<file path="src/rtl/cacheline_adaptor.sv">
// Cacheline adaptor: turns one LINE_WIDTH-bit line read/write into a BEATS-long burst
// on the DRAM port and reports completion with a one-cycle resp_o.
module cacheline_adaptor #(
   parameter int unsigned LINE_WIDTH  = 256,
   parameter int unsigned BURST_WIDTH = 64
) (
   input  logic                   clk,
   input  logic                   rst,
   input  logic [LINE_WIDTH-1:0]  line_i,
   output logic [LINE_WIDTH-1:0]  line_o,
   input  logic [31:0]            address_i,
   input  logic                   read_i,
   input  logic                   write_i,
   output logic                   resp_o,
   input  logic [BURST_WIDTH-1:0] burst_i,
   output logic [BURST_WIDTH-1:0] burst_o,
   output logic [31:0]            address_o,
   output logic                   read_o,
   output logic                   write_o,
   input  logic                   resp_i
);

   localparam int unsigned BEATS = LINE_WIDTH / BURST_WIDTH;
   localparam int unsigned CNT_W = $clog2(BEATS);

   typedef enum logic [1:0] {StIdle, StRead, StWrite, StDone} state_e;

   state_e                             state_q, state_d;
   logic [CNT_W-1:0]                   cnt_q;
   logic [BEATS-1:0][BURST_WIDTH-1:0]  buf_q;
   logic [BEATS-1:0][BURST_WIDTH-1:0]  rd_line;
   logic [LINE_WIDTH-1:0]              line_q;
   logic [31:0]                        addr_q;
   logic [31:0]                        addr_aligned;
   logic                               last_beat;

   assign addr_aligned = address_i & ~(32'(LINE_WIDTH / 8) - 32'd1);
   assign last_beat    = resp_i && (cnt_q == CNT_W'(BEATS - 1));

   // Line as it will look once the current beat lands; used to publish on the final beat.
   always_comb begin
      rd_line        = buf_q;
      rd_line[cnt_q] = burst_i;
   end

   always_ff @(posedge clk) begin
      if (rst) begin
         state_q <= StIdle;
      end else begin
         state_q <= state_d;
      end
   end

   always_comb begin
      state_d = state_q;
      unique case (state_q)
         StIdle: begin
            if (write_i) begin
               state_d = StWrite;
            end else if (read_i) begin
               state_d = StRead;
            end
         end
         StRead:  if (last_beat) state_d = StDone;
         StWrite: if (last_beat) state_d = StDone;
         StDone:  state_d = StIdle;
         default: state_d = StIdle;
      endcase
   end

   // line_q is separate from the burst buffer so a write never disturbs the last read line.
   always_ff @(posedge clk) begin
      if (rst) begin
         cnt_q  <= '0;
         buf_q  <= '0;
         line_q <= '0;
         addr_q <= '0;
      end else begin
         unique case (state_q)
            StIdle: begin
               if (write_i) begin
                  buf_q  <= line_i;
                  addr_q <= addr_aligned;
                  cnt_q  <= '0;
               end else if (read_i) begin
                  addr_q <= addr_aligned;
                  cnt_q  <= '0;
               end
            end
            StRead: begin
               if (resp_i) begin
                  buf_q <= rd_line;
                  cnt_q <= cnt_q + CNT_W'(1);
                  if (last_beat) begin
                     line_q <= rd_line;
                  end
               end
            end
            StWrite: begin
               if (resp_i) begin
                  cnt_q <= cnt_q + CNT_W'(1);
               end
            end
            default: ;
         endcase
      end
   end

   always_comb begin
      read_o    = 1'b0;
      write_o   = 1'b0;
      resp_o    = 1'b0;
      burst_o   = '0;
      address_o = addr_q;
      line_o    = line_q;
      unique case (state_q)
         StRead:  read_o = 1'b1;
         StWrite: begin
            write_o = 1'b1;
            burst_o = buf_q[cnt_q];
         end
         StDone:  resp_o = 1'b1;
         default: ;
      endcase
   end

endmodule
</file>
<file path="config.mk">
export PLATFORM = sky130hd
export DESIGN_NAME = cacheline_adaptor
export DESIGN_NICKNAME = d
export VERILOG_FILES = /design/src/rtl/cacheline_adaptor.sv
export SDC_FILE = /design/constraint.sdc
export NUM_CORES = 1
export LEC_CHECK = 0
export CAP_MARGIN = 15
export CORE_AREA = 5 5 273 275
export DETAILED_ROUTE_END_ITERATION = 8
export DIE_AREA = 0 0 278 280
export PLACE_DENSITY = 0.74
export SLEW_MARGIN = 10
export SYNTH_ARGS = -nofsm -noshare
export SYNTH_HDL_FRONTEND = slang
export SYNTH_SLANG_ARGS = --single-unit
</file>
<file path="constraint.sdc">
create_clock -name clk -period 2.3 [get_ports clk]
set_clock_uncertainty 0.1 [all_clocks]
set_input_delay 0.23 -clock clk [delete_from_list [all_inputs] [get_ports clk]]
set_output_delay 0.23 -clock clk [all_outputs]
set_load 0.05 [all_outputs]
</file>
Word level (Yosys, flattened, before mapping)
Index checks and enable logic that the tools add are counted.
Operators by class
  add/sub/neg operators: 1
  $lt $le $gt $ge: 2
  equal/unequal tests: 9
  muxes and demuxes: 22
  reductions and logical operators: 12
Operators by type and width (count)
  $mux W256: 2
  $pmux W256 S2: 1
  $bwmux W256: 1
  $mux W64: 3
  $bmux W64 S2: 1
  $demux W64 S2: 1
  $mux W32: 2
  $mux W2: 6
  $reduce_and A3 Y1: 3
  $eq A2 B2 Y1 const B: 3
  $pmux W2 S3: 1
  $reduce_bool A2 Y1: 3
  $ne A2 B1 Y1 const B: 2
  $ne A2 B2 Y1 const B: 2
  $pmux W2 S2: 1
  $reduce_and A2 Y1: 2
  $lt A2 B3 Y1 const B: 1
  $mux W1: 3
  $ne A3 B3 Y1 const B: 1
  $add A2 B1 Y2 const B: 1
  $eq A2 B1 Y1 const B: 1
  $ge A2 B1 Y1 const B: 1
  $logic_and A1 B1 Y1: 2
  $logic_not A2 Y1: 1
  $reduce_or A2 Y1: 1
Storage, ports and cells
  flip-flop bits (word level): 548
  bits of input ports: 357

Longest topological paths before layout
  word-level depth: 7
  depth in mapped cells: 10
  depth with buffers taken out: 5

Worst setup path before layout
OpenSTA, ideal clock, no wires.
  path kind: reg2reg
  start: reg cnt_q[1]
  end: reg buf_q[16] in the netlist's numbering
  arrival: 2114 ps
  slack: -30 ps
  cell stages (with the launch flop): 11
  clock period less this slack: 2330 ps
  cell sequence: dfxtp_1 buf_2 buf_2 buf_4 inv_1 ha_1 buf_2 buf_2 mux2i_1 a21oi_1 a22o_1
On the way
  cells in the longest elaborated chain, start to end: 7
  elaborated cells between the ends (all ways): 8
  those cells by class: 2 x order compare; 5 x mux; 1 x reduce/logical
RTL lines
  start: declaration: line 29  | logic [CNT_W-1:0] cnt_q;
  start signal: assignment: line 93  | cnt_q <= cnt_q + CNT_W'(1);
  start signal: assignment: line 101  | cnt_q <= cnt_q + CNT_W'(1);
  $lt A2 B3 Y1 (implied by the code) or $ge A2 B1 Y1 (tied branches): line 43  | rd_line[cnt_q] = burst_i;
  $logic_and A1 B1 Y1 (implied by the code): line 43
  $mux W64 (implied by the code): line 43
  $demux W64 S2 *: line 43
  $bwmux W256 *: line 43
  $mux W256 *: line 91  | if (resp_i) begin
  $pmux W256 S2 *: line 79  | unique case (state_q)
  end signal: assignment: line 82  | buf_q <= line_i;
  end signal: assignment: line 92  | buf_q <= rd_line;
  end: declaration: line 30  | logic [BEATS-1:0][BURST_WIDTH-1:0] buf_q;
Every way passes the cells marked *; elsewhere a longest branch is shown, timed or not. The select of a mux whose other input is x is not followed.
A chain may end at the register's enable or synchronous reset.

Worst setup path after layout
  start: reg cnt_q[1]
  end: out burst_o[45]
On the way
  cells in the longest elaborated chain, start to end: 3
RTL lines
  $bmux W64 S2: line 120  | burst_o = buf_q[cnt_q];
  $mux W64 (implied by the code): line 120
  $mux W64: line 116  | unique case (state_q)
  end: declaration: line 16  | output logic [BURST_WIDTH-1:0] burst_o,
Every way passes these cells. The select of a mux whose other input is x is not followed.

==> results.sh <==
export IMPL_status="finished with violations"
export IMPL_violations="negative setup slack"
export IMPL_fin_crit_sh_pct=110
export IMPL_num_rows=99
export IMPL_slowest_delay_ps=510
export IMPL_drc=0
export IMPL_max_freq_mhz=394
export IMPL_worst_pin_slew_ps=1110
export IMPL_p_leak_nw=13.1
export IMPL_clkSlewWorstSetupHoldPaths_ps=60
export IMPL_cts_num_sinks=543
export IMPL_initial_utilization_pct=34.2
export IMPL_slew_violations=0
export IMPL_core_area_um2=72100
export IMPL_setup_viol=64
export IMPL_grt_overflow_total=0
export IMPL_die_h_um=280
export IMPL_htree_levels=2
export IMPL_die_w_um=278
export IMPL_holdPathEnd="address_o[28]"
export IMPL_min_period_ps=2540
export IMPL_clk_latency_ps=600
export IMPL_r2r_end="buf_q[89]"
export IMPL_cp_slowest_cell="mux4_2"
export IMPL_root_buffer="clkbuf_16"
export IMPL_crit_chain="buf_16 -> buf_12 -> mux4_2 -> and2_4 -> buf_6"
export IMPL_dr_pass1_iters=5
export IMPL_synth_yosys_seq_area_share_pct=44.0
export IMPL_synth_cells=2592
export IMPL_mostFrequentLayoutCells="clkdlybuf4s50_1 (631), dfxtp_1 (541), nor2_1 (513)"
export IMPL_hold_path_startpoint="address_i[28]"
export IMPL_grt_max_degree=192
export IMPL_cts_tree="done"
export IMPL_place_ws_ps=108
export IMPL_finalPower_mw=37.9
export IMPL_hold_class="input pin to flop"
export IMPL_clk_path_buf_depth=3
export IMPL_synth_seq_cells=543
export IMPL_reg2reg_depth=7
export IMPL_slew_headroom_pct=26.2
export IMPL_final_setup_worst_slack_ps=-237
export IMPL_nFillCells=6510
export IMPL_place_hpwl_um=66600
export IMPL_portBuffers=701
export IMPL_min_path_cells=3
export IMPL_finalNonFillerCells=4260
export IMPL_cp_arrival_ps=2210
export IMPL_grt_antenna_before_repair=7
export IMPL_reg2reg_slack_ps=80
export IMPL_syn_to_final_growth_pct=45.9
export IMPL_drtAntennaViolNets=0
export IMPL_power_per_cell_area_nw_per_um2=1050
export IMPL_crit_path_end_kind="primary output"
export IMPL_required_ps=1970
export IMPL_layout_nets=3618
export IMPL_place_inst=4123
export IMPL_grt_pass1_vias=22791
export IMPL_hold_viol=0
export IMPL_critPathTopFamily="multiplexers"
export IMPL_ys_warn_count=0
export IMPL_gp_congestion=0.911
export IMPL_syn_area_um2=24700
export IMPL_synth_cell_types=32
export IMPL_drt_wl_total_um=97100
export IMPL_drive_gt1_share_pct=13.8
export IMPL_rsz0062_at_grt="yes"
export IMPL_crit_type="flop to primary output"
export IMPL_grt_usage_pct=23.2
export IMPL_ios=712
export IMPL_synth_avg_cell_area_um2=9.53
export IMPL_cp_buffers_inverters=3
export IMPL_routed_via_count=23308
export IMPL_maxCapViolCount=0
export IMPL_crit_path_start_kind="flop"
export IMPL_fin_worst_hold_slack_ps=69.4
export IMPL_grt_pass1_wl_um=142000
export IMPL_wl_per_cell_um=22.8
export IMPL_drt_iter0_markers=1857
export IMPL_reg2reg_from="cnt_q[0]"
export IMPL_final_util_pct=50.0
export IMPL_routed_via_density=5.47
export IMPL_crit_fanout=8
export IMPL_final_common_cell="clkdlybuf4s50_1"
export IMPL_cts_buffers=59
export IMPL_peakVddDrop_mv=0.732
export IMPL_die_area_um2=77800
how the worst max path moves through the flow:
stage                from  depth (start not counted)          end
2_1_floorplan    cnt_q[0]                          9    buf_q[16]
3_3_place_gp       resp_i                          5   buf_q[100]
3_5_place_dp   state_q[0]                          7    buf_q[39]
4_1_cts          cnt_q[1]                          5  burst_o[41]
5_1_grt          cnt_q[1]                          5  burst_o[45]
6_report         cnt_q[1]                          5  burst_o[45]
metal layers:
metal	GRT usage, %	routed length, um	vias to the layer above
met5	0	8	-
li1	-	-	10786
met3	5.78	7850	270
met2	37.7	45500	1054
met1	28.8	38600	11196
met4	11.6	5210	2
sequential cells by signal, summed over array words and instances, names as in the netlist:
signal     flops
line_o       256
cnt_q          2
address_o     27
state_q        2
buf_q        256
metrics by stage:
step | cell area (um^2) | TNS, ps
after global placement | 33100 | 0
after global routing | 36000 | -16220
final | 36000 | -11060
after detailed placement | 33100 | 0
after CTS | 35900 | -16870
after floorplan | 24700 | 0
worst register-to-register path: cells and delay by family, from the launching register on:
family	cells	cell delay [ps]
DFF	1	460
adders and majority gates	1	330
AOI/OAI and AO/OA	2	320
buffers and inverters	3	550
muxes	1	340
logic make-up after synthesis:
logic type      count (synthesis)  share of synthesized area (%)
flops                         543                           44.0
buf+inv                       267                           5.69
fa+ha+maj                      10                          0.507
mux                           322                           16.3
other cells                     1                         0.0152
simple gates                  640                           10.5
compound gates                809                           23.0
synthesized netlist by cell type:
cell type	count	area, um^2
o21ai_0	3	15.0
inv_1	4	15.0
buf_1	8	30.0
and2_1	64	400
mux2_2	1	11.3
nor2_1	513	1930
o21a_1	1	7.51
and3b_1	1	8.76
and3_1	1	6.26
buf_4	15	113
conb_1	1	3.75
o21ai_1	1	5.00
a21boi_0	1	7.51
nand2b_1	2	12.5
a311oi_1	1	8.76
a22o_1	256	2240
a21bo_2	1	10.0
mux4_2	64	1440
buf_2	115	576
or3b_2	1	8.76
o2111ai_1	1	8.76
nand2_1	55	206
a21oi_2	1	8.76
nor3b_1	1	7.51
clkbuf_1	98	368
dfxtp_1	543	10900
a21oi_1	287	1440
nand4_1	2	12.5
a211oi_1	256	1920
buf_6	27	304
mux2i_1	257	2570
ha_1	10	125
repair_timing:
item | 4_1_cts | 5_1_grt
cloned | 7 | 1
hold buffers | 1 | 0
endpoints found under the setup margin | 65 | 103
pin swaps | 2 | 1
gates resized for setup | 136 | 14
setup buffers | 13 | 8
hold endpoints to repair | 4 | 0
area by class of cell:
cell class / instances / area, um^2 / area share (%)
Inverter: 4 / 15.0 / 0.0417
Timing Repair Buffer: 857 / 9210 / 25.6
Antenna cell: 7 / 17.5 / 0.0486
Tap cell: 959 / 1200 / 3.33
Sequential cell: 543 / 10900 / 30.2
Clock buffer: 88 / 1790 / 4.97
Multi-Input combinational cell: 1786 / 12700 / 35.2
Clock inverter: 16 / 236 / 0.657
report_power, final:
group	leakage (nW)	internal [mW]	switching (mW)
Sequential	4.43	11.7	1.82
Combinational	7.72	6.55	7.92
Clock	1.00	6.00	3.99
Total	13.1	24.2	13.7
(Power assumes the default switching activity.)
